==> config.mk <==
export PLATFORM = sky130hd
export DESIGN_NAME = wb_uart_master
export DESIGN_NICKNAME = d
export VERILOG_FILES = /design/src/rtl/wb_uart_master_pkg.sv /design/src/rtl/wb_uart_master.sv
export SDC_FILE = /design/constraint.sdc
export NUM_CORES = 1
export LEC_CHECK = 0
export BUFFER_PORTS_ARGS = -buffer_cell sky130_fd_sc_hd__buf_2
export CORE_UTILIZATION = 51
export CTS_BUF_LIST = sky130_fd_sc_hd__clkbuf_16
export DETAILED_ROUTE_END_ITERATION = 8
export GPL_TIMING_DRIVEN = 0
export PLACE_DENSITY = 0.77
export RECOVER_POWER = 100
export REMOVE_ABC_BUFFERS = 1
export SETUP_SLACK_MARGIN = 0.02
export SLEW_MARGIN = 10
export SYNTH_ARGS = -nofsm -noshare
export SYNTH_HDL_FRONTEND = slang
export SYNTH_SLANG_ARGS = --single-unit
export TNS_END_PERCENT = 10
==> constraint.sdc <==
create_clock -name wb_clk -period 2.5 [get_ports wb_clk]
set_input_delay 0.25 -clock wb_clk [delete_from_list [all_inputs] [get_ports wb_clk]]
set_output_delay 0.25 -clock wb_clk [all_outputs]
set_load 0.01 [all_outputs]
==> src/rtl/wb_uart_master_pkg.sv <==
`default_nettype none
// ============================================================================
// Module   : wb_uart_master_pkg
// Purpose  : Shared definitions for the Wishbone UART register initiator:
//            UART register addresses, wb_we polarity, FSM state encoding.
// Ports    : none (package)
// Revision : 1.0  initial release
// ============================================================================
package wb_uart_master_pkg;

  // UART slave register map
  localparam logic [1:0] UART_ADDR_TX       = 2'b00;
  localparam logic [1:0] UART_ADDR_RX       = 2'b01;
  localparam logic [1:0] UART_ADDR_FREQ_DIV = 2'b10;

  // The UART slave uses an inverted write-enable: low writes, high reads
  localparam logic WB_WE_WRITE = 1'b0;
  localparam logic WB_WE_READ  = 1'b1;

  typedef enum logic [1:0] {
    ST_IDLE    = 2'd0,
    ST_STROBE  = 2'd1,
    ST_RELEASE = 2'd2,
    ST_RESP    = 2'd3
  } state_e;

endpackage
`default_nettype wire

==> src/rtl/wb_uart_master.sv <==
`default_nettype none
// ============================================================================
// Module   : wb_uart_master
// Purpose  : Wishbone initiator for the UART register port. Converts a
//            valid/ready request stream into single stb/ack transactions and
//            returns one response per request, with ack and ack-release
//            timeouts reported as rsp_err.
// Ports    : wb_clk, reset         clock, synchronous active-high reset
//            req_valid/ready/write/addr/wdata   request stream
//            rsp_valid/ready/rdata/err          response stream
//            busy                  high whenever not idle
//            wb_addr/data_out/data_in/we/stb/ack  Wishbone to UART slave
// Revision : 1.0  initial release
// ============================================================================
module wb_uart_master
  import wb_uart_master_pkg::*;
#(
  parameter int ACK_TIMEOUT = 16,
  parameter int REL_TIMEOUT = 16,
  parameter int CNT_W       = 8
) (
  input  logic       wb_clk,
  input  logic       reset,
  input  logic       req_valid,
  output logic       req_ready,
  input  logic       req_write,
  input  logic [1:0] req_addr,
  input  logic [7:0] req_wdata,
  output logic       rsp_valid,
  input  logic       rsp_ready,
  output logic [7:0] rsp_rdata,
  output logic       rsp_err,
  output logic       busy,
  output logic [1:0] wb_addr,
  output logic [7:0] wb_data_out,
  input  logic [7:0] wb_data_in,
  output logic       wb_we,
  output logic       wb_stb,
  input  logic       wb_ack
);

  // Last counter value before the timeout fires (counter starts at 0)
  localparam logic [CNT_W-1:0] ACK_LAST = CNT_W'(ACK_TIMEOUT - 1);
  localparam logic [CNT_W-1:0] REL_LAST = CNT_W'(REL_TIMEOUT - 1);

  state_e           state_q, state_d;
  logic [CNT_W-1:0] cnt_q, cnt_d;
  logic             req_ready_q, req_ready_d;
  logic             rsp_valid_q, rsp_valid_d;
  logic [7:0]       rsp_rdata_q, rsp_rdata_d;
  logic             rsp_err_q, rsp_err_d;
  logic             busy_q, busy_d;
  logic [1:0]       wb_addr_q, wb_addr_d;
  logic [7:0]       wb_data_out_q, wb_data_out_d;
  logic             wb_we_q, wb_we_d;
  logic             wb_stb_q, wb_stb_d;

  always_comb begin
    state_d       = state_q;
    cnt_d         = cnt_q;
    req_ready_d   = req_ready_q;
    rsp_valid_d   = rsp_valid_q;
    rsp_rdata_d   = rsp_rdata_q;
    rsp_err_d     = rsp_err_q;
    wb_addr_d     = wb_addr_q;
    wb_data_out_d = wb_data_out_q;
    wb_we_d       = wb_we_q;
    wb_stb_d      = wb_stb_q;

    case (state_q)
      ST_IDLE: begin
        if (req_valid) begin
          wb_addr_d     = req_addr;
          wb_data_out_d = req_wdata;
          wb_we_d       = req_write ? WB_WE_WRITE : WB_WE_READ;
          wb_stb_d      = 1'b1;
          cnt_d         = '0;
          req_ready_d   = 1'b0;
          state_d       = ST_STROBE;
        end
      end
      ST_STROBE: begin
        // Ack is tested first so an ack on the timeout cycle still succeeds
        if (wb_ack) begin
          wb_stb_d    = 1'b0;
          rsp_err_d   = 1'b0;
          rsp_rdata_d = (wb_we_q == WB_WE_READ) ? wb_data_in : 8'h00;
          cnt_d       = '0;
          state_d     = ST_RELEASE;
        end else if (cnt_q == ACK_LAST) begin
          wb_stb_d    = 1'b0;
          rsp_err_d   = 1'b1;
          rsp_rdata_d = 8'h00;
          cnt_d       = '0;
          state_d     = ST_RELEASE;
        end else begin
          cnt_d = cnt_q + CNT_W'(1);
        end
      end
      ST_RELEASE: begin
        // Wait for the slave to drop ack so the next strobe is not mis-acked
        if (!wb_ack) begin
          rsp_valid_d = 1'b1;
          cnt_d       = '0;
          state_d     = ST_RESP;
        end else if (cnt_q == REL_LAST) begin
          rsp_err_d   = 1'b1;
          rsp_rdata_d = 8'h00;
          rsp_valid_d = 1'b1;
          cnt_d       = '0;
          state_d     = ST_RESP;
        end else begin
          cnt_d = cnt_q + CNT_W'(1);
        end
      end
      ST_RESP: begin
        if (rsp_ready) begin
          rsp_valid_d = 1'b0;
          req_ready_d = 1'b1;
          state_d     = ST_IDLE;
        end
      end
      default: begin
        state_d = ST_IDLE;
      end
    endcase

    busy_d = (state_d != ST_IDLE);
  end

  always_ff @(posedge wb_clk) begin
    if (reset) begin
      state_q       <= ST_IDLE;
      cnt_q         <= '0;
      req_ready_q   <= 1'b1;
      rsp_valid_q   <= 1'b0;
      rsp_rdata_q   <= 8'h00;
      rsp_err_q     <= 1'b0;
      busy_q        <= 1'b0;
      wb_addr_q     <= 2'b00;
      wb_data_out_q <= 8'h00;
      wb_we_q       <= WB_WE_READ;
      wb_stb_q      <= 1'b0;
    end else begin
      state_q       <= state_d;
      cnt_q         <= cnt_d;
      req_ready_q   <= req_ready_d;
      rsp_valid_q   <= rsp_valid_d;
      rsp_rdata_q   <= rsp_rdata_d;
      rsp_err_q     <= rsp_err_d;
      busy_q        <= busy_d;
      wb_addr_q     <= wb_addr_d;
      wb_data_out_q <= wb_data_out_d;
      wb_we_q       <= wb_we_d;
      wb_stb_q      <= wb_stb_d;
    end
  end

  assign req_ready   = req_ready_q;
  assign rsp_valid   = rsp_valid_q;
  assign rsp_rdata   = rsp_rdata_q;
  assign rsp_err     = rsp_err_q;
  assign busy        = busy_q;
  assign wb_addr     = wb_addr_q;
  assign wb_data_out = wb_data_out_q;
  assign wb_we       = wb_we_q;
  assign wb_stb      = wb_stb_q;

endmodule
`default_nettype wire

==> Yosys cells after proc, flatten, opt, wreduce, memory -nomap -nowiden <==
Index checks and enable logic that the tools add are counted.
W data, S select, Z words.
{ "op_classes": {"n_addsub": 1, "shift": 0, "n_div": 0, "mul": 0, "n_eq_ne": 9, "n_mux": 33, "magnitude_cmp": 0, "bitwise_logic": 0, "reduce_logical": 13} }
{ "ops": {"columns": ["cell", "count"], "rows": [
  ["$mux W8", 8],
  ["$pmux W8 S3", 1],
  ["$pmux W8 S2", 1],
  ["$mux W1", 12],
  ["$mux W2", 6],
  ["$reduce_bool A2 Y1", 5],
  ["$reduce_and A3 Y1", 3],
  ["$add A8 B1 Y8 const B", 1],
  ["$eq A8 B4 Y1 const B", 1],
  ["$pmux W1 S2", 4],
  ["$pmux W2 S4", 1],
  ["$ne A2 B2 Y1 const B", 3],
  ["$ne A3 B3 Y1 const B", 2],
  ["$reduce_and A2 Y1", 3],
  ["$eq A2 B2 Y1 const B", 2],
  ["$reduce_bool A3 Y1", 1],
  ["$eq A2 B1 Y1 const B", 1],
  ["$logic_not A2 Y1", 1]
]} }
{ "word_totals": {"ram_bits": 0, "latchBits": 0, "rom_bits": 0, "input_bits": 24, "out_inout_bits": 24, "word_cells": 67, "regBits": 34, "memories": 0} }

==> Depth between registers and ports, before layout <==
Gate-level depths: netlist of the first run.
{ "logic_depth": {"ltp_word": 5, "mapped_depth": 9, "depth_no_buf": 6} }

==> Worst setup path after synthesis of the first run <==
Ideal clock, no wire load.
{ "synth_path": {"path_type": "reg-to-reg", "start": "register state_q[0]", "end": "register rsp_rdata_q[0] (netlist: rsp_rdata[0])", "synth_period_minus_slack_ns": 1.840, "path_slack_ns": 0.660, "stages_incl_launch_ff": 10, "arrival_time_ns": 1.762, "n_path_buf": 3, "setup_ns": 0.078, "required_ns": 2.422, "cell_sequence": "dfxtp_1 > inv_1 > ha_1 > clkbuf_1 > nor2b_1 > clkbuf_1 > and2_1 > clkbuf_1 > nor2_1 > nor3_1"} }
{ "synth_between": {"elab_chain_cells": 3, "word_cells_on_any_way": 6, "classes_between": "3 x eq/ne; 1 x mux; 2 x reduce/logical"} }
{ "synth_lines": {"columns": ["element", "line_no", "text"], "rows": [
  ["start, declared", "wb_uart_master.sv:46", "state_e state_q, state_d;"],
  ["start signal, assigned", "wb_uart_master.sv:145", "state_q <= state_d;"],
  ["$eq A2 B2 Y1 / $eq A2 B1 Y1 (equally long branches)", "wb_uart_master.sv:70", "case (state_q)"],
  ["$ne A2 B2 Y1 (no source line) / $reduce_bool A2 Y1 (equally long branches)", null, null],
  ["$reduce_and A2 Y1 (no source line)", null, null],
  ["end signal, assigned", "wb_uart_master.sv:149", "rsp_rdata_q <= rsp_rdata_d;"],
  ["end, declared", "wb_uart_master.sv:50", "logic [7:0] rsp_rdata_q, rsp_rdata_d;"]
]} }
Parallel ways exist; a longest one is shown, timed or not.
A chain may end at the register's enable or synchronous reset.

==> Final worst setup path of the first run <==
{ "layout_path": {"start": "register state_q[0]", "end": "register rsp_rdata_q[6] (netlist: rsp_rdata[6])"} }
The elaborated chain is that of the path after synthesis.

==> summary.md, run 1 <==
Library cell used as clock root buffer: sky130_fd_sc_hd__clkbuf_16. Across the routed clock network, the largest skew measured is 0.00374 ns. For this run, the leading register cell type out of synthesis is sky130_fd_sc_hd__dfxtp_1.

The clock insertion delay at the later pin of the skew report came out at 0.27 ns. Startpoint kind of the worst setup timing path: a flop. The clock net in this run drives a total of 34 sinks.

Async set-or-reset flop fraction in the synthesized netlist: 0. The number of antenna cells inserted is 0. The run gives 0.537 as the initial cell density of the core. Summing over every cut layer, the via total after detailed routing is 1484.

The run finished with clean final reports. The logs give 0.0549 for the global-route track usage on met3 and 203 for the cell count after synthesis. In this run, distinct cell masters in the synthesized netlist total 40.

The class of the tightest hold or removal check is in2reg. The die width is 58.5 um, and the mean cell area of the mapped netlist is 8.01 um^2. Most used routing layer: met2. The post-synthesis sequential element count was 34. The normalized max-slew margin is 0.600. The wire length per cell was 11.6 um; the largest net degree at the start of global routing was 30.

The number of H-tree levels was 2. The all-layer global routing usage was 0.211. Setup repair after global routing left no endpoint under its margin. The met2 routing resource usage after global routing was 0.371; the maximum clock frequency was 460 MHz.

Measured along the y axis, the die boundary spans 58.5 um. The type of the setup path with the least slack is reg2reg. Post-synthesis sequential area ratio: 0.418.

At the worst endpoint, the arrival time is 2.36 ns. During synthesis, Yosys emitted a total of 0 warnings. For the number of primary I/O pins, the log shows 48. The run gives 4 as the detailed-router iteration count before antenna repair. For the finished layout, the period the worst path requires is 2.17 ns.

The largest driver fanout on the critical path is 10. The number of synthesized flops with an enable pin was 0; the ratio of cells with drive above 1 in the final layout was 0.142. The setup slack of the worst register-to-register path was 0.33 ns. The post-route DRC violation count is 0, and the final max-slew violation count is 0. The run gives 3350 um as the total length of routed wires. The power per standard cell area works out to 1010 mW/mm^2. Leaving out fill and tap cells, the most frequent cells in the layout are 42 x sky130_fd_sc_hd__nand2_1, 34 x sky130_fd_sc_hd__dfxtp_1, 24 x sky130_fd_sc_hd__clkbuf_1. The initial antenna violation count is 0. Relative to the synthesized area, the layout overhead comes to 20.8%. Detailed placement finished with a half-perimeter wire length of 2360 um.

For the via count of the first global-routing pass, the log shows 1323. The run gives 2.68 ns as the required time reported for the critical path endpoint. In the final design database the tool counted 276 nets.

The run gives 0.773 nW as the reported leakage power. The first global-routing pass estimated 5540 um of wire. Setup violations remaining at the end of the flow were counted as 0. Once the clock tree was built, the resizer swapped 0 gates to a different size. In this run, CTS created clock tree buffers numbering 5.

Total grt overflow: 0. TritonCTS built the clock tree. For the number of DRC markers in iteration 0, the log shows 102. The met1 demand-to-capacity share in global routing is 0.252.

The period utilization is 0.869, and the number of setup buffers added after CTS is 0. For the pin with the worst max-slew slack, the measured transition is 0.599 ns. Type of destination of the critical path: a flop.

The worst hold margin came out at 0.210 ns. The library cell used most frequently in the layout, excluding fill and tap cells, is sky130_fd_sc_hd__nand2_1. The run gives 0 as the reported max-cap violation count. The clock transition at the register clock pins on the worst setup and hold paths after CTS came out at 0.05 ns. During placement, the flow inserted port buffers numbering 47.

The count of nets left with antenna violations once routing finished came out at 0. Final number of hold-violating endpoints: 0. The core region is 0.00303 mm^2. The aggregate negative setup slack is 0 ns, and the area enclosed by the die boundary is 0.00342 mm^2. After detailed routing, the number of vias per cell comes to 5.12. The number of cell rows was 20.

The logs give 661 uV for the largest voltage drop on the vdd net and 2 for the maximum buffer depth of the clock tree. In this run, post-CTS hold repair placed 0 buffers. At the end of routability-driven placement, the weighted congestion stood at 0.847. After synthesis the cells add up to 0.00163 mm^2.
-- critical path, cell delays in order (launching register included) --
cell                      delay [ns]
sky130_fd_sc_hd__dfxtp_1        0.45
sky130_fd_sc_hd__inv_1          0.12
sky130_fd_sc_hd__ha_1           0.32
sky130_fd_sc_hd__nor2b_1        0.52
sky130_fd_sc_hd__or3_1          0.36
sky130_fd_sc_hd__a21oi_1        0.11
sky130_fd_sc_hd__nor3_1         0.21
-- cell usage after synthesis, types with 3 or more instances --
master                     count  share of area
sky130_fd_sc_hd__clkbuf_1     10          0.023
sky130_fd_sc_hd__xnor2_1       5          0.027
sky130_fd_sc_hd__nor2_1       19          0.044
sky130_fd_sc_hd__nand2_1      42          0.097
sky130_fd_sc_hd__ha_1          7          0.054
sky130_fd_sc_hd__inv_1         4         0.0092
sky130_fd_sc_hd__and2_1        3          0.012
sky130_fd_sc_hd__nor2b_1       4          0.015
sky130_fd_sc_hd__dfxtp_1      34           0.42
sky130_fd_sc_hd__nor3_1       14          0.043
sky130_fd_sc_hd__nand2b_1      3          0.012
sky130_fd_sc_hd__a21oi_1      20          0.062
-- per-layer routing --
layer / vias to the layer above / routed length, um
met1: 670 / 1570
met2: 35 / 1580
met3: 3 / 180
met5: - / 0
met4: 0 / 14
li1: 776 / -
-- stage by stage --
stage | power (mW) | cell area, um^2 | cells | setup WS (ns) | utilization
finish | 1.98 | 1960 | 290 | 0.328 | 0.649
global placement | 1.43 | 1860 | 282 | 0.420 | 0.613
floorplan | 1.23 | 1570 | 191 | 0.741 | -
CTS | 2.03 | 2000 | 290 | 0.334 | 0.660
global route | 2.14 | 1960 | 290 | 0.110 | 0.649
detailed placement | 1.44 | 1860 | 282 | 0.354 | 0.613
-- flip-flops by register name (all words and copies together), names as in the netlist --
name,count
cnt_q,8
rsp_rdata,8
wb_data_out,8
state_q,2
wb_addr,2
busy,1
req_ready,1
rsp_err,1
rsp_valid,1
wb_stb,1
wb_we,1
-- final cells by class --
cell class                 instances  area [um^2]
clock buffer                       5          125
inverter                           4         15.0
tap                               44         55.1
clock inverter                     3         16.3
multi-input combinational        153          867
sequential                        34          681
timing repair buffer              47          205
fill                             297         1060
-- worst paths after layout --
| kind | end | depth (start not counted) | startpoint |
|---|---|---|---|
| setup reg to reg | rsp_rdata[6] | 6 | state_q[0] |
| hold / removal | rsp_valid | 2 | rsp_ready |
| hold reg to reg | wb_data_out[7] | 2 | wb_data_out[7] |
| setup / recovery | rsp_rdata[6] | 6 | state_q[0] |
-- logic make-up after synthesis --
logic type / Yosys count / share of synthesized area
xor+xnor: 5 / 0.0269
buf+inv: 16 / 0.0462
flops: 34 / 0.418
fa+ha+maj: 7 / 0.0538
simple gates: 97 / 0.275
mux: 2 / 0.0154
compound gates: 42 / 0.164
-- power by group --
group	switching [mW]	internal (mW)
registers	0.0838	0.655
logic	0.421	0.253
clock network	0.208	0.362
total	0.713	1.27
Note: power is estimated with default switching activity, not from simulation.
==> run 2, diff against run 1 <==
CORE_ASPECT_RATIO = 0.9   (was unset)
CORE_MARGIN = 2   (was unset)
HOLD_SLACK_MARGIN = 0.08   (was unset)
==> summary.md, run 2 (synthesized netlist as in run 1, its figures left out) <==
The run finished with clean final reports. Setup repair after global routing left no endpoint under its margin. For the normalized max-slew margin, the log shows 0.591 (-0.00909).

The final weighted congestion in routability-driven placement is 0.753 (-11%), and the core footprint is 0.00304 mm^2 (+0.50%). The worst hold margin is 0.208 ns (-0.00122 ns), and the area of combinational cells with multiple inputs is 867 um^2 (unchanged). The slew of the pin with the lowest slew margin is 0.612 ns (+0.0136 ns), and the maximum clock frequency is 470 MHz (+2.1%). The startpoint identified for the worst register-to-register timing path is state_q[0].

The tools report the maximum buffer depth of the clock tree as 2 (unchanged). In this run the critical register-to-register path is captured at rsp_rdata[4]. The fraction of power spent switching nets is 0.333 (-0.0264).

The all-layer global routing usage was 0.214 (+0.00341); the number of antenna cells inserted was 0 (unchanged). The run gives 0 (unchanged) as the total grt overflow. For the critical path data arrival time, the log shows 2.33 ns (-0.03 ns). The post-placement worst setup slack was 0.408 ns (+0.0536 ns); the largest voltage drop on the vdd net was 578 uV (-13%).

The library cell used most frequently in the layout, excluding fill and tap cells, is sky130_fd_sc_hd__nand2_1. CTS placed an instance of sky130_fd_sc_hd__clkbuf_16 at the clock tree root. The tools report the total placed cells including tap cells as 280 (-0.71%). The largest net degree at the start of global routing was 30 (unchanged). Sequential standard cell area: 681 um^2 (unchanged). The cell-internal power was 1.47 mW (+16%). The number of I/O port buffers was 47 (unchanged); the worst reg-to-reg path cell count was 6 (unchanged). The logs give 0.373 ns (+0.0449 ns) for the final worst setup slack and 0 (unchanged) for the final number of hold-violating endpoints.

Largest driver fanout on the critical path: 10 (unchanged). The logs give 0 (unchanged) for the number of resized instances in the post-cts repair step and 48 (unchanged) for the number of primary I/O pins. The startpoint identified for the worst hold timing path is rsp_ready. For the post-route clock skew, the log shows 0.00306 ns (-0.000678 ns). For the initial cell density of the core, the log shows 0.535 (-0.00265). The tools report the number of clock sinks as 34 (unchanged). Detailed-router iteration count before antenna repair: 4 (unchanged). The minimum clock period is 2.13 ns (-0.0449 ns), and the depth of the worst hold-timing path is 2 (unchanged). The reported max-cap violation count is 0 (unchanged). Post-route DRC violation count: 0 (unchanged).

The die extent in y was 57.6 um (-1.5%). The clock insertion delay at the later pin of the skew report was 0.28 ns (about the same). For the post-route antenna net violation count, the log shows 0 (unchanged). The relative contribution of sequential cells to total power was 0.334 (-0.039); the power consumption was 2.21 mW (+11%). For the area enclosed by the die boundary, the log shows 0.00366 mm^2 (+7.0%). Required time reported for the critical path endpoint: 2.70 ns (+0.02 ns). The tools report the share of the core filled with cells in the final layout as 0.660 (+0.0116). The run gives 0.357 (+0.070) as the clock network fraction of total power.

TritonCTS built the clock tree. From synthesis to final layout, the design area changed by 23.5%. The logs give 0 (unchanged) for the count of final setup violators and 1534 (+3.4%) for the total via count in the routed design.

The initial antenna violation count came out at 0 (unchanged). The CTS buffer count is 5 (unchanged). The final net count was 276 (unchanged); the first-pass GRT wire length was 6150 um (+11%). The tools report the estimated wirelength of the detail-placed design as 2350 um (-0.39%). The tools report the number of cell rows as 19 (-5.0%). For the number of DRC markers in iteration 0, the log shows 108 (+5.9%). The tools report the startpoint kind of the worst setup timing path as a flop. The switching power total is 0.736 mW (+3.2%). The run gives 0 (unchanged) as the final max-slew violation count. The run gives 288 (-0.69%) as the final non-filler cell total.

The type of destination of the critical path was a flop. The total length of routed wires came out at 3610 um (+7.7%). The ratio of cells with drive above 1 in the final layout came out at 0.142 (unchanged).

Leaving out fill and tap cells, the most frequent cells in the layout are 42 x sky130_fd_sc_hd__nand2_1, 34 x sky130_fd_sc_hd__dfxtp_1, 24 x sky130_fd_sc_hd__clkbuf_1. The final instance area is 0.00201 mm^2 (+2.3%). The run gives 0.37 ns (+0.04 ns) as the setup slack of the worst register-to-register path. The type of the setup path with the least slack was reg2reg. The period utilization was 0.851 (-0.0180); the post-detailed-placement cell area was 0.00185 mm^2 (-0.13%). The post-detailed-route via-to-cell ratio was 5.33 (+4.1%); the wire length per cell was 12.5 um (+8.4%). The power per standard cell area is 1100 mW/mm^2 (+8.9%).

The cts-stage hold buffer count was 0 (unchanged); the number of setup buffers added after CTS was 0 (unchanged). The worst hold path terminates at rsp_valid. The logic gate share of total power is 0.309 (-0.031), and the filler cell count in the final layout is 290 (-2.4%). The tightest min-delay check is of the in2reg type. The die width is 63.5 um (+8.6%), and the reported leakage power is 0.797 nW (+3.1%).

The tools report the aggregate negative setup slack as 0 ns (unchanged). Clock transition at the register clock pins on the worst setup and hold paths after CTS: 0.05 ns (about the same). The logs give 2 (unchanged) for the number of H-tree levels and 1477 (+12%) for the via count of the first global-routing pass.
-- run 2: changes by cell type in the layout (fill, tap and decap cells not counted) --
cell,previous run,this run
sky130_fd_sc_hd__clkinv_2,1,0
sky130_fd_sc_hd__bufinv_16,0,2
sky130_fd_sc_hd__clkinvlp_4,1,0
-- run 2: per-layer routing --
| metal | vias to the layer above | share of wire | GRT usage | routed length (um) |
|---|---|---|---|---|
| li1 | 776 | - | - | - |
| met1 | 690 | 0.48 | 0.257 | 1720 |
| met2 | 58 | 0.44 | 0.358 | 1590 |
| met3 | 10 | 0.066 | 0.0611 | 237 |
| met4 | 0 | 0.017 | 0.0994 | 63 |
| met5 | - | 0 | 0 | 0 |
-- run 2: layout make-up --
type                    instances  area share
clock buffers                   5      0.0623
repair buffers                 47       0.102
flip-flops and latches         34       0.339
well taps                      42      0.0262
inverters                       4     0.00747
clock inverters                 3      0.0318
multi-input cells             153       0.432
-- run 2: how the worst max path moves through the flow --
| stage | startpoint | to | slack, ns | depth (start not counted) |
|---|---|---|---|---|
| final | state_q[0] | rsp_rdata[4] | 0.37 | 6 |
| after global routing | state_q[0] | rsp_rdata[4] | 0.09 | 6 |
| after CTS | state_q[0] | rsp_rdata[3] | 0.36 | 6 |
| after detailed placement | state_q[0] | rsp_rdata[4] | 0.41 | 6 |
| after global placement | state_q[0] | rsp_rdata[5] | 0.41 | 6 |
| after floorplan | state_q[0] | rsp_rdata[1] | 0.74 | 6 |
-- run 2: power groups by stage --
stage / Combinational [mW] / Clock, mW / Sequential (mW)
6_report: 0.683 / 0.789 / 0.738
5_1_grt: 0.775 / 0.826 / 0.754
4_1_cts: 0.708 / 0.800 / 0.735
3_5_place_dp: 0.696 / 0 / 0.746
3_3_place_gp: 0.687 / 0 / 0.743
2_1_floorplan: 0.444 / 0 / 0.781
-- run 2: critical path, stage by stage (launching register included) --
cell and delay, ns:
sky130_fd_sc_hd__dfxtp_1 0.43, sky130_fd_sc_hd__inv_1 0.12, sky130_fd_sc_hd__ha_1 0.33, sky130_fd_sc_hd__nor2b_1 0.52, sky130_fd_sc_hd__or3_1 0.36, sky130_fd_sc_hd__a21oi_1 0.12
sky130_fd_sc_hd__nor3_1 0.18
